$ cat config.mk
export PLATFORM = sky130hd
export DESIGN_NAME = modn_seq_ctrl
export DESIGN_NICKNAME = d
export VERILOG_FILES = /design/src/rtl/modn_pkg.sv /design/src/rtl/modn_core.sv /design/src/rtl/modn_seq_ctrl.sv
export SDC_FILE = /design/constraint.sdc
export NUM_CORES = 1
export LEC_CHECK = 0
export CORE_MARGIN = 2
export CORE_UTILIZATION = 47
export DETAILED_ROUTE_END_ITERATION = 10
export MAX_ROUTING_LAYER = met4
export PLACE_DENSITY = 0.77
export SYNTH_ARGS = -nofsm -noshare
export SYNTH_HDL_FRONTEND = slang
export SYNTH_HIERARCHICAL = 1
export SYNTH_SLANG_ARGS = --single-unit
$ cat constraint.sdc
create_clock -name clk -period 3.75 [get_ports clk]
set_input_delay 1.125 -clock clk [delete_from_list [all_inputs] [get_ports clk]]
set_output_delay 1.125 -clock clk [all_outputs]
set_load 0.02 [all_outputs]
$ cat src/rtl/modn_pkg.sv
// Shared types and helpers for the mod-N sequencing controller.
package modn_pkg;

    typedef enum logic [1:0] {
        IDLE = 2'd0,
        RUN  = 2'd1,
        HOLD = 2'd2,
        DONE = 2'd3
    } state_t;

    localparam int unsigned MIN_N = 2;

    // A config is usable when the modulus is in range and a one-shot run has work to do.
    function automatic logic cfg_ok(input int unsigned n, input int unsigned max_n,
                                    input logic oneshot, input int unsigned reps);
        return (n >= MIN_N) && (n <= max_n) && !(oneshot && (reps == 0));
    endfunction

endpackage

$ cat src/rtl/modn_core.sv
// Mod-N count register: synchronous clear, advances on en, wraps at n-1.
module modn_core #(
    parameter int unsigned WIDTH = 4
) (
    input  logic             clk,
    input  logic             reset,
    input  logic             en,
    input  logic             clr,
    input  logic [WIDTH:0]   n,
    output logic [WIDTH-1:0] count,
    output logic             wrap_c
);

    logic [WIDTH:0] last;

    // Compare in WIDTH+1 bits so n = 2**WIDTH gives a terminal count of all-ones.
    assign last   = n - (WIDTH+1)'(1);
    assign wrap_c = en && ({1'b0, count} == last);

    always_ff @(posedge clk) begin
        if (!reset) begin
            count <= '0;
        end else if (clr) begin
            count <= '0;
        end else if (en) begin
            count <= wrap_c ? '0 : count + WIDTH'(1);
        end
    end

endmodule

$ cat src/rtl/modn_seq_ctrl.sv
// Run-time controller for a mod-N counter: config handshake, start/pause/stop, wrap tracking.
// Optional prescaler enabled by defining MODN_SEQ_PRESCALE_EN.
module modn_seq_ctrl
    import modn_pkg::*;
#(
    parameter int unsigned WIDTH     = 4,
    parameter int unsigned DEFAULT_N = 12,
    parameter int unsigned REP_W     = 8
) (
    input  logic             clk,
    input  logic             reset,
    input  logic             cfg_valid,
    output logic             cfg_ready,
    input  logic [WIDTH:0]   cfg_n,
    input  logic [REP_W-1:0] cfg_reps,
    input  logic             cfg_oneshot,
`ifdef MODN_SEQ_PRESCALE_EN
    input  logic [7:0]       cfg_div,
`endif
    input  logic             start,
    input  logic             pause,
    input  logic             stop,
    output logic [WIDTH-1:0] count,
    output logic             tick,
    output logic [REP_W-1:0] wraps,
    output logic             busy,
    output logic             done,
    output logic             cfg_err
);

    localparam int unsigned MAX_N = 2**WIDTH;

    state_t           state, st_nxt;
    logic [WIDTH:0]   n_reg;
    logic [REP_W-1:0] reps_reg, wraps_nxt;
    logic             oneshot_reg;
    logic             rdy, cfg_hit, cfg_good, cfg_acc;
    logic             run_adv, step, clr, wrap_c;

    assign rdy      = (state == IDLE) || (state == DONE);
    assign cfg_hit  = cfg_valid && rdy;
    assign cfg_good = cfg_ok(32'(cfg_n), MAX_N, cfg_oneshot, 32'(cfg_reps));
    assign cfg_acc  = cfg_hit && cfg_good;
    assign run_adv  = (state == RUN) && !stop && !pause;

`ifdef MODN_SEQ_PRESCALE_EN
    logic [7:0] div_reg, pre_cnt;
    logic       pre_hit;

    assign pre_hit = (pre_cnt == div_reg);
    assign step    = run_adv && pre_hit;

    // Prescaler only moves on advancing RUN cycles, so it freezes through HOLD.
    always_ff @(posedge clk) begin
        if (!reset) begin
            div_reg <= '0;
            pre_cnt <= '0;
        end else begin
            if (cfg_acc) div_reg <= cfg_div;
            if (clr) begin
                pre_cnt <= '0;
            end else if (run_adv) begin
                pre_cnt <= pre_hit ? '0 : pre_cnt + 8'd1;
            end
        end
    end
`else
    assign step = run_adv;
`endif

    modn_core #(.WIDTH(WIDTH)) u_core (
        .clk    (clk),
        .reset  (reset),
        .en     (step),
        .clr    (clr),
        .n      (n_reg),
        .count  (count),
        .wrap_c (wrap_c)
    );

    // Next state, wrap counter and datapath clear; stop > pause > start, config beats start.
    always_comb begin
        st_nxt    = state;
        wraps_nxt = wraps;
        clr       = 1'b0;
        unique case (state)
            IDLE, DONE: begin
                if (cfg_acc || stop) begin
                    st_nxt    = IDLE;
                    clr       = 1'b1;
                    wraps_nxt = '0;
                end else if (!pause && start) begin
                    st_nxt    = RUN;
                    clr       = 1'b1;
                    wraps_nxt = '0;
                end
            end
            RUN: begin
                if (stop) begin
                    st_nxt    = IDLE;
                    clr       = 1'b1;
                    wraps_nxt = '0;
                end else if (pause) begin
                    st_nxt = HOLD;
                end else if (wrap_c) begin
                    wraps_nxt = (&wraps) ? wraps : wraps + REP_W'(1);
                    if (oneshot_reg && (wraps_nxt == reps_reg)) st_nxt = DONE;
                end
            end
            HOLD: begin
                if (stop) begin
                    st_nxt    = IDLE;
                    clr       = 1'b1;
                    wraps_nxt = '0;
                end else if (!pause && start) begin
                    st_nxt = RUN;
                end
            end
            default: st_nxt = IDLE;
        endcase
    end

    always_ff @(posedge clk) begin
        if (!reset) begin
            state       <= IDLE;
            wraps       <= '0;
            tick        <= 1'b0;
            busy        <= 1'b0;
            done        <= 1'b0;
            cfg_ready   <= 1'b1;
            cfg_err     <= 1'b0;
            n_reg       <= (WIDTH+1)'(DEFAULT_N);
            reps_reg    <= '0;
            oneshot_reg <= 1'b0;
        end else begin
            state     <= st_nxt;
            wraps     <= wraps_nxt;
            tick      <= wrap_c;
            busy      <= (st_nxt == RUN) || (st_nxt == HOLD);
            done      <= (st_nxt == DONE);
            cfg_ready <= (st_nxt == IDLE) || (st_nxt == DONE);
            cfg_err   <= cfg_hit && !cfg_good;
            if (cfg_acc) begin
                n_reg       <= cfg_n;
                reps_reg    <= cfg_reps;
                oneshot_reg <= cfg_oneshot;
            end
        end
    end

endmodule

Word-level counts from Yosys, hierarchy flattened
Index checks and enable logic that the tools add are counted.
{"block": "totals", "regBits": 33, "input_bits": 20}
{"block": "classes", "addsub": 3, "magnitude_cmp": 2, "n_eq_ne": 12, "mux": 21, "bitwise": 1, "reduce_logical": 27}
{"cell": "$mux W8", "n": 7}
{"cell": "$pmux W8 S3", "n": 1}
{"cell": "$mux W2", "n": 7}
{"cell": "$logic_and A1 B1 Y1", "n": 11}
{"cell": "$add A8 B1 Y8 const B", "n": 1}
{"cell": "$eq A2 B2 Y1 const B", "n": 4}
{"cell": "$eq A8 B8 Y1", "n": 1}
{"cell": "$logic_not A8 Y1", "n": 1}
{"cell": "$reduce_and A8 Y1", "n": 1}
{"cell": "$ne A3 B3 Y1 const B", "n": 2}
{"cell": "$pmux W2 S3", "n": 1}
{"cell": "$reduce_or A2 Y1", "n": 3}
{"cell": "$eq A4 B5 Y1", "n": 1}
{"cell": "$ge A5 B2 Y1 const B", "n": 1}
{"cell": "$le A5 B5 Y1 const B", "n": 1}
{"cell": "$sub A5 B1 Y5 const B", "n": 1}
{"cell": "$add A4 B1 Y4 const B", "n": 1}
{"cell": "$eq A2 B1 Y1 const B", "n": 2}
{"cell": "$logic_not A1 Y1", "n": 4}
{"cell": "$logic_not A2 Y1", "n": 2}
{"cell": "$logic_or A1 B1 Y1", "n": 4}
{"cell": "$mux W4", "n": 1}
{"cell": "$reduce_and A4 Y1", "n": 1}
{"cell": "$mux W1", "n": 3}
{"cell": "other kinds (4)", "n": 4}

Longest topological paths before layout
Gate-level depths: netlist of the first run.
{"block": "logic_depth", "word_depth": 11, "ltp_mapped": 15}

Modules after synthesis
Netlist of the first run, hierarchy kept.
{"module": "modn_seq_ctrl", "instances": 1, "cells_per_inst": 205, "area_each_um2": 1677.9, "seq_area_each_um2": 580.6}
{"module": "modn_core", "instances": 1, "cells_per_inst": 36, "area_each_um2": 314.1, "seq_area_each_um2": 80.1}

Worst setup path after synthesis of the first run
No wires, ideal clock.
{"block": "synth_path", "path_type": "input to register", "startpoint": "input stop", "endpoint": "register busy", "setup_time_ns": 0.119, "arrival_time_ns": 3.808, "required_time_ns": 3.631, "path_slack_ns": -0.178, "cell_stages": 13, "n_path_buf": 0, "path_cell_list": "inv_1 nand2_1 nor2_1 nand3_1 a211oi_2 nand2_1 a21oi_1 o311ai_0 a2111o_1 or4_4 a211oi_1 ha_1 and2_1"}
{"block": "synth_via", "elab_chain_cells": 10, "elab_cells_between_ends": 14, "classes_between": "2 x eq/ne; 6 x mux; 6 x reduce/logical"}
{"item": "from (decl)", "line_no": "modn_seq_ctrl.sv:22", "text": "input logic stop,"}
{"item": "$logic_not A1 Y1 (*)", "line_no": "modn_seq_ctrl.sv:44", "text": "assign run_adv = (state == RUN) && !stop && !pause;"}
{"item": "$logic_and A1 B1 Y1 (*) (2 in series)", "line_no": "modn_seq_ctrl.sv:44"}
{"item": "net run_adv", "line_no": "modn_seq_ctrl.sv:38", "text": "logic run_adv, step, clr, wrap_c;"}
{"item": "$logic_and A1 B1 Y1 (*)", "line_no": "modn_core.sv:18", "text": "assign wrap_c = en && ({1'b0, count} == last);"}
{"item": "net wrap_c", "line_no": "modn_seq_ctrl.sv:38"}
{"item": "$mux W2 (*)", "line_no": "modn_seq_ctrl.sv:105", "text": "end else if (wrap_c) begin"}
{"item": "$mux W2 (*)", "line_no": "modn_seq_ctrl.sv:103", "text": "end else if (pause) begin"}
{"item": "$mux W2 (*)", "line_no": "modn_seq_ctrl.sv:99", "text": "if (stop) begin"}
{"item": "$pmux W2 S3 (*)", "line_no": "modn_seq_ctrl.sv:86", "text": "unique case (state)"}
{"item": "$eq A2 B1 Y1 / $eq A2 B2 Y1 (equally long branches)", "line_no": "modn_seq_ctrl.sv:139", "text": "busy <= (st_nxt == RUN) || (st_nxt == HOLD);"}
{"item": "$logic_or A1 B1 Y1 (*)", "line_no": "modn_seq_ctrl.sv:139"}
{"item": "to (signal assigned)", "line_no": "modn_seq_ctrl.sv:139"}
{"item": "to (decl)", "line_no": "modn_seq_ctrl.sv:26", "text": "output logic busy,"}
Mark *: on every way through the listed nets, which the timed path passes. The rest lies on a longest branch.
A chain may end at the register's enable or synchronous reset.

Final worst setup path of the first run
Same ends and word-level chain as after synthesis.

==> reports/metrics.yaml, run 1 <==
grt_first_pass_wirelength_um: 8540
syn_area_per_cell_um2: 8.27
grt_max_degree: 17
drive_gt1_frac: 0.112
core_um2: 4030
fp.dieH_um: 69.1
synth_cell_types: 56
num_vias: 1996
firstDrtPassIters: 5
clk_pin_slew_ns: 0.07
p_seq_frac: 0.500
critPathTopFamily: "simple AND/OR/NAND/NOR gates"
hold_path_class: "reg -> reg"
layout_commonest_cell: "clkdlybuf4s50_1"
final_nets: 311
period_needed_ns: 3.46
grt.total_usage: 0.221
powerDensity_nw_per_um2: 291
htree_levels: 2
comb_power_share: 0.138
syn_to_final_growth_pct: 27.8
cpMostUsedCell: "a211oi_2"
final_cell_mix: "clkdlybuf4s50_1 (34), dfxtp_1 (33), nor2_1 (31)"
antenna_found_initial: 0
grtUsageMet3: 0.0482
synthesis.nets: 267
preCtsSetupSlack_ns: -0.308
finalPower_mw: 0.740
worst-path-buf-inv: 2
cp_data_arrival_time_ns: 3.64
drc: 0
row_count: 23
synth_top_cell_by_area: "dfxtp_1"
holdWs_ns: 0.529
netlist_area_um2: 1990
cts_tree: "yes"
path_cells: "dlymetal6s2s_1 > inv_2 > nand2_2 > nor2_4 > nand3_1 > a211oi_2 > nand2_1 > a21oi_1 > o311ai_0 > a2111o_1 > or4_4 > a211oi_2 > ha_1 > and2_1"
drt-vias-per-instance: 5.94
setup_violations: 0
drv_cap: 0
yosysTopAreaCellShare: 0.332
nFillCells: 366
finalWorstSetupSlack_ns: 0.290
cp.required_ns: 3.93
start_util: 0.494
ys.flop_type: "dfxtp_1"
drt.antenna.violating_nets: 0
worst_pin_slew_ns: 0.565
synthTopCellsByArea: "dfxtp_1 (33%), mux2i_1 (7.0%), nor2_1 (6.0%), nand2_1 (4.0%), ha_1 (3.8%)"
leakagePower_nw: 1.01
slew_headroom: 0.623
grt.busiest_layer: "met2"
yosysWarnings: 6
rsz0062_at_grt: "false"
synth_edf_count: 0
crit_type: "in -> reg"
dp_hpwl_um: 3690
wl_um: 5050
async_reset_ff_frac: 0
synth_cells: 241
final-hold-violation-count: 0
clock_latency_ns: 0.29
gr-usage-met2: 0.331
grt_pass1_vias: 1792
ioPinCount: 37
ir_worst_vdd_mv: 0.176
cpPeakStageDelay_ns: 0.57
p_int_mw: 0.540
yosysSeqAreaShare: 0.332
cts_buffer_depth: 2
maxSlewViolCount: 0
die_w_um: 69.1
ys_ff_latch: 33
finalCritPeriodShare: 0.923
slowest_stage: "or4_4"
diodes: 0
status: "completed"
endpoint_kind: "flop"
gr-total-overflow: 0
dieArea_um2: 4770
met1_usage: 0.293
p_switching_mw: 0.200
wire_per_inst_um: 15.0
cts_root_buf: "clkbuf_8"
pwr-share-clk: 0.362
io_buffers: 36
cts_buffers: 5
fin_skew_ns: 0.00480
start_kind: "primary input"
timing.fmax_mhz: 289
crit_fanout: 4
cts.sinks: 33
dr.first_iter.drc_count: 202
gp_congestion: 1.02
swShare: 0.270
per-stage QoR:
| stage | util | setup TNS (ns) | instances | instance area, µm² |
|---|---|---|---|---|
| after floorplan | - | 0 | 241 | 2000 |
| after global routing | 0.632 | 0 | 336 | 2550 |
| after CTS | 0.628 | 0 | 335 | 2530 |
| final | 0.632 | 0 | 336 | 2550 |
| after detailed placement | 0.606 | -0.715 | 327 | 2440 |
| after global placement | 0.606 | -0.399 | 327 | 2440 |
cell type report:
type                       instances  area, µm²  area share
multi-input combinational        185       1250       0.490
sequential                        33        661       0.259
timing repair buffer              45        433       0.170
clock buffer                       5       68.8      0.0270
tap                               50       62.6      0.0246
inverter                          15       56.3      0.0221
clock inverter                     3       17.5     0.00688
kinds of logic (layout without fill, tap and decap cells):
family                   count (synthesis)  in the layout  share of synthesized area
AND/OR/NAND/NOR                        102            102                      0.264
AO/OA/AOI/OAI                           51             51                      0.190
flip-flops                              33             33                      0.332
buffers and inverters                   23             68                     0.0496
multiplexers                            16             16                     0.0835
XOR/XNOR                                10             10                     0.0440
adder cells (fa/ha/maj)                  6              6                     0.0377
timing repair:
item | CTS | global route
pin swaps | 0 | 3
setup buffers | 0 | 1
endpoints found under the setup margin | 2 | 3
gates resized for setup | 1 | 4
hold buffers | 0 | 0
cells in the mapped netlist, drive strengths merged (6+ instances only):
master and count:
dfxtp 33, nor2 32, nand2 22, inv 15, mux2i 14, nand3 8, o21ai 8, a211oi 6
a21oi 6, ha 6, nor3 6
power by group through the flow:
stage / clock network [mW] / registers, mW / logic, mW
5_1_grt: 0.292 / 0.371 / 0.112
3_5_place_dp: 0 / 0.378 / 0.100
3_3_place_gp: 0 / 0.377 / 0.0993
6_report: 0.268 / 0.370 / 0.102
4_1_cts: 0.272 / 0.370 / 0.101
2_1_floorplan: 0 / 0.376 / 0.0559
worst register-to-register path: stages (launching register included):
cell and delay [ns]:
dfxtp_1 0.34, inv_1 0.09, ha_1 0.33, nand2_2 0.13
nor2_4 0.11, nand3_1 0.09, a211oi_2 0.23, nand2_1 0.08
a21oi_1 0.10, o311ai_0 0.13, a2111o_1 0.31, or4_4 0.57
a211oi_2 0.21, ha_1 0.25, and2_1 0.15
routing by layer:
metal	routed length, µm	vias to the layer above
met5	0	-
met4	93	0
met3	324	13
met2	2350	88
met1	2290	921
li1	-	974
final timing paths:
path,start,to,slack [ns],cells past startpoint
worst min-delay path,oneshot_reg,oneshot_reg,0.53,2
worst max register to register,state[1],busy,0.51,14
worst max-delay path,stop,busy,0.29,14
worst min register to register,oneshot_reg,oneshot_reg,0.53,2
Note: power is estimated with default switching activity, not from simulation.
==> run 2, diff against run 1 <==
CORE_MARGIN = unset   (was 2)
TNS_END_PERCENT = 5   (was unset)
==> reports/metrics.yaml, run 2 (synthesis results as in run 1) <==
status: "completed"
slowest_stage: "or4_4"
worst_pin_slew_ns: 0.556  # -0.00877 ns
htree_levels: 2  # unchanged
drive_gt1_frac: 0.106  # -0.00625
holdWs_ns: 0.509  # -0.0197 ns
crit_fanout: 4  # unchanged
final_nets: 310  # -0.32%
cts.sinks: 33  # unchanged
crit_type: "in -> reg"
gr-total-overflow: 0  # unchanged
layout_commonest_cell: "clkdlybuf4s50_1"
die_w_um: 67.1  # -2.9%
finalCritPeriodShare: 0.917  # -0.00568
cp_data_arrival_time_ns: 3.61  # -0.03 ns
cpPeakStageDelay_ns: 0.57  # about the same
ir_worst_vdd_mv: 0.276  # +57%
io_buffers: 36  # unchanged
final_cell_mix: "clkdlybuf4s50_1 (34), dfxtp_1 (33), nor2_1 (31)"
leakagePower_nw: 1.00  # -0.60%
row_count: 23  # unchanged
dieArea_um2: 4500  # -5.7%
fp.dieH_um: 67.1  # -2.9%
drc: 0  # unchanged
antenna_found_initial: 0  # unchanged
powerDensity_nw_per_um2: 295  # +1.5%
clk_pin_slew_ns: 0.07  # about the same
dp_hpwl_um: 3640  # -1.4%
cts_root_buf: "clkbuf_8"
drt-vias-per-instance: 5.96  # +0.25%
grt_pass1_vias: 1689  # -5.7%
drv_cap: 0  # unchanged
dr.first_iter.drc_count: 239  # +18%
endpoint_kind: "flop"
cpMostUsedCell: "a211oi_2"
firstDrtPassIters: 5  # unchanged
gp_congestion: 0.987  # -2.8%
syn_to_final_growth_pct: 27.6
drt.antenna.violating_nets: 0  # unchanged
cts_resized: 0  # -1
wl_um: 4940  # -2.3%
finalWorstSetupSlack_ns: 0.312  # +0.0213 ns
diodes: 0  # unchanged
ioPinCount: 37  # unchanged
postCtsSetupBuffers: 0  # unchanged
setup_violations: 0  # unchanged
grt_max_degree: 17  # unchanged
cts_buffers: 5  # unchanged
wire_per_inst_um: 14.8  # -1.7%
cp.required_ns: 3.92  # about the same
cts_buffer_depth: 2  # unchanged
start_kind: "primary input"
dpl_cell_area_um2: 2440  # unchanged
slew_headroom: 0.629  # +0.00585
nFillCells: 378  # +3.3%
stdcell_area_um2: 2540  # -0.15%
grt_first_pass_wirelength_um: 7960  # -6.8%
start_util: 0.494  # unchanged
cts_tree: "yes"
period_needed_ns: 3.44  # -0.0213 ns
multi_input_area_um2: 1250  # unchanged
maxSlewViolCount: 0  # unchanged
timing.fmax_mhz: 291  # +0.62%
register_area_um2: 661  # unchanged
final-hold-violation-count: 0  # unchanged
critPathTopFamily: "simple AND/OR/NAND/NOR gates"
path_cells: "dlymetal6s2s_1 > inv_2 > nand2_2 > nor2_4 > nand3_1 > a211oi_2 > nand2_1 > a21oi_1 > o311ai_0 > a2111o_1 > or4_4 > a211oi_2 > ha_1 > and2_1"
rsz0062_at_grt: "false"
preCtsSetupSlack_ns: -0.274  # +0.0339 ns
finalPower_mw: 0.750  # +1.3%
hold_buffers: 0  # unchanged
hold_path_class: "reg -> reg"
worst-path-buf-inv: 2  # unchanged
core_um2: 4030  # unchanged
finish.utilization: 0.631  # -0.000932
num_vias: 1989  # -0.35%
rrSetupSlack_ns: 0.57  # +0.06 ns
clock_latency_ns: 0.29  # about the same
fin_skew_ns: 0.00632  # +0.00152 ns
grt.total_usage: 0.245  # +0.0240
==> run 2: stage by stage <==
stage | instances | TNS [ns]
after floorplan | 241 | 0
after global placement | 327 | -0.409
after detailed placement | 327 | -0.617
after CTS | 334 | 0
after global routing | 334 | 0
final | 334 | 0
==> run 2: worst paths after layout <==
| check | from | end | cells past startpoint |
|---|---|---|---|
| worst min-delay path | oneshot_reg | oneshot_reg | 2 |
| worst max-delay path | stop | busy | 14 |
| worst max register to register | state[1] | busy | 14 |
| worst min register to register | oneshot_reg | oneshot_reg | 2 |
==> run 2: routing by layer <==
metal,up-vias,GRT usage,part of all wire
li1,969,-,-
met1,909,0.335,0.46
met2,97,0.359,0.45
met3,14,0.0360,0.065
met4,0,0.0984,0.022
met5,-,-,0
==> run 2: tightest hold or removal path, delay by kind of cell, from the launching register on <==
family | cells | cell delay [ns]
flip-flops | 1 | 0.34
multiplexers | 1 | 0.07
AND/OR/NAND/NOR | 1 | 0.07
==> run 2: layout make-up <==
class,count,share of cell area
Sequential cell,33,0.260
Clock buffer,6,0.0325
Inverter,15,0.0221
Tap cell,50,0.0246
Timing Repair Buffer,44,0.167
Clock inverter,1,0.00295
Multi-Input combinational cell,185,0.491
==> run 2: where the power goes <==
part / total, mW / leakage, nW / switching [mW] / internal [mW]
logic: 0.102 / 0.691 / 0.0499 / 0.0525
clock network: 0.278 / 0.0433 / 0.133 / 0.145
registers: 0.370 / 0.268 / 0.00962 / 0.360
==> run 3, diff against run 2 <==
ABC_AREA = 1   (was unset)
CORE_MARGIN = 10   (was unset)
PLACE_DENSITY = 0.76   (was 0.77)
==> reports/metrics.yaml, run 3 <==
start_kind: "primary input"
yosysWarnings: 6  # unchanged
syn_to_final_growth_pct: 24.7
core_um2: 4320  # +7.3%
async_reset_ff_frac: 0  # unchanged
maxSlewViolCount: 0  # unchanged
grt_max_degree: 23  # +6
powerDensity_nw_per_um2: 541  # +83%
dieArea_um2: 7480  # +66%
grt_first_pass_wirelength_um: 8400  # +5.6%
worst_pin_slew_ns: 0.460  # -0.0962 ns
synth_cells: 325  # +35%
crit_type: "in -> reg"
crit_fanout: 5  # +1
timing.fmax_mhz: 309  # +6.3%
drc: 0  # unchanged
cts_root_buf: "clkbuf_8"
p_seq_frac: 0.367  # -0.126
leakagePower_nw: 1.20  # +20%
period_needed_ns: 3.23  # -0.204 ns
status: "completed"
rsz0062_at_grt: "false"
cp.required_ns: 3.93  # about the same
start_util: 0.481  # -0.0138
cts_buffers: 5  # unchanged
synthesis.nets: 351  # +31%
synthTopCellsByArea: "dfxtp_1 (32%), nand2_1 (16%), nand3_1 (11%), inv_1 (7.6%), a21oi_1 (5.8%)"
yosysTopAreaCellShare: 0.318  # -0.0138
drt.antenna.violating_nets: 0  # unchanged
antenna_found_initial: 0  # unchanged
fin_skew_ns: 0.00614  # -0.000180 ns
gr-total-overflow: 0  # unchanged
grt_pass1_vias: 1900  # +12%
pwr-share-clk: 0.196  # -0.175
dp_hpwl_um: 3900  # +7.3%
synth_edf_count: 0  # unchanged
endpoint_kind: "flop"
final_nets: 391  # +26%
htree_levels: 2  # unchanged
slew_headroom: 0.693  # +0.0638
io_buffers: 36  # unchanged
finish.utilization: 0.600  # -0.0315
syn_area_per_cell_um2: 6.39  # -23%
swShare: 0.408  # +0.151
comb_power_share: 0.437  # +0.300
wl_um: 4920  # -0.34%
final_cell_mix: "nand2_1 (90), nand3_1 (44), inv_1 (42)"
row_count: 24  # +4.3%
cts_resized: 0  # unchanged
netlist_area_um2: 2080  # +4.3%
ys_ff_latch: 33  # unchanged
synthTopCellsByCount: "nand2_1 (90), nand3_1 (44), inv_1 (42), dfxtp_1 (33), a21oi_1 (24)"
cts_buffer_depth: 2  # unchanged
ir_worst_vdd_mv: 0.249  # -9.7%
setup_violations: 0  # unchanged
hold_path_class: "reg -> reg"
finalSetupTns_ns: 0  # unchanged
yosysMostFrequentCell: "nand2_1"
clock_latency_ns: 0.28  # about the same
layout_commonest_cell: "nand2_1"
drt-vias-per-instance: 5.03  # -16%
wire_per_inst_um: 11.8  # -20%
finalCritPeriodShare: 0.862  # -0.0545
final-hold-violation-count: 0  # unchanged
fp.dieH_um: 86.5  # +29%
p_int_mw: 0.830  # +49%
yosysSeqAreaShare: 0.318  # -0.0138
clk_pin_slew_ns: 0.07  # about the same
synth_cell_types: 30  # -46%
cp_data_arrival_time_ns: 3.42  # -0.19 ns
drive_gt1_frac: 0.101  # -0.00426
die_w_um: 86.5  # +29%
p_switching_mw: 0.572  # +200%
synth_top_cell_by_area: "dfxtp_1"
cts.sinks: 33  # unchanged
ioPinCount: 37  # unchanged
finalPower_mw: 1.40  # +87%
gp_congestion: 0.898  # -9.1%
hold_buffers: 0  # unchanged
diodes: 0  # unchanged
dr.first_iter.drc_count: 77  # -68%
firstDrtPassIters: 5  # unchanged
grt.total_usage: 0.139  # -0.106
ys.flop_type: "dfxtp_1"
cts_tree: "yes"
drv_cap: 0  # unchanged
postCtsSetupBuffers: 0  # unchanged
num_vias: 2098  # +5.5%
run 3: cells by family after synthesis:
group,share of synthesized area
simple gates,0.436
buf+inv,0.102
compound gates,0.104
flops,0.318
fa+ha+maj,0.0361
xor+xnor,0.00422
run 3: routing by layer:
metal	share of wire	track usage
met2	0.48	0.226
met5	0	-
met3	0.038	0.0385
met1	0.48	0.163
met4	0.0055	0.0442
run 3: power groups by stage:
stage | sequential (mW) | clock [mW] | combinational, mW
4_1_cts | 0.514 | 0.280 | 0.618
3_5_place_dp | 0.521 | 0 | 0.613
2_1_floorplan | 0.562 | 0 | 0.367
6_report | 0.515 | 0.275 | 0.613
5_1_grt | 0.530 | 0.297 | 0.695
3_3_place_gp | 0.519 | 0 | 0.611
run 3: path summary, 6_finish.rpt:
kind,from,endpoint,slack (ns),cells after the start
setup / recovery,stop,busy,0.52,21
hold / removal,reps_reg[7],reps_reg[7],0.47,2
setup reg to reg,n_reg[0],busy,1.32,21
hold reg to reg,reps_reg[7],reps_reg[7],0.47,2
run 3: final cells by class:
cell class | count | area, µm²
well taps | 52 | 65.1
fillers | 416 | 1730
repair buffers | 40 | 390
clock buffers | 6 | 82.6
inverters | 48 | 180
multi-input cells | 237 | 1210
clock inverters | 1 | 7.51
flip-flops and latches | 33 | 661
run 3: through the flow:
| stage | hold slack (ns) | area, µm² | cells | setup WS (ns) |
|---|---|---|---|---|
| CTS | 0.467 | 2590 | 417 | 0.520 |
| floorplan | 0.444 | 2080 | 325 | 0.729 |
| finish | 0.467 | 2590 | 417 | 0.516 |
| detailed placement | 0.456 | 2500 | 410 | 0.219 |
| global route | 0.489 | 2590 | 417 | 0.190 |
| global placement | 0.456 | 2500 | 410 | 0.325 |
run 3: critical path, stage by stage:
cell	delay, ns
clkdlybuf4s50_1	0.44
inv_2	0.11
nand2_1	0.08
nor2_1	0.16
nand3_2	0.10
nor2_2	0.10
nand2_2	0.09
nor2_4	0.19
nand2_1	0.07
inv_1	0.05
nand3_1	0.07
nor2_1	0.10
nand3_1	0.10
nand2_1	0.08
nand2_1	0.05
nand3_2	0.07
nand2_2	0.05
inv_1	0.05
ha_1	0.21
nand2_1	0.07
inv_1	0.04
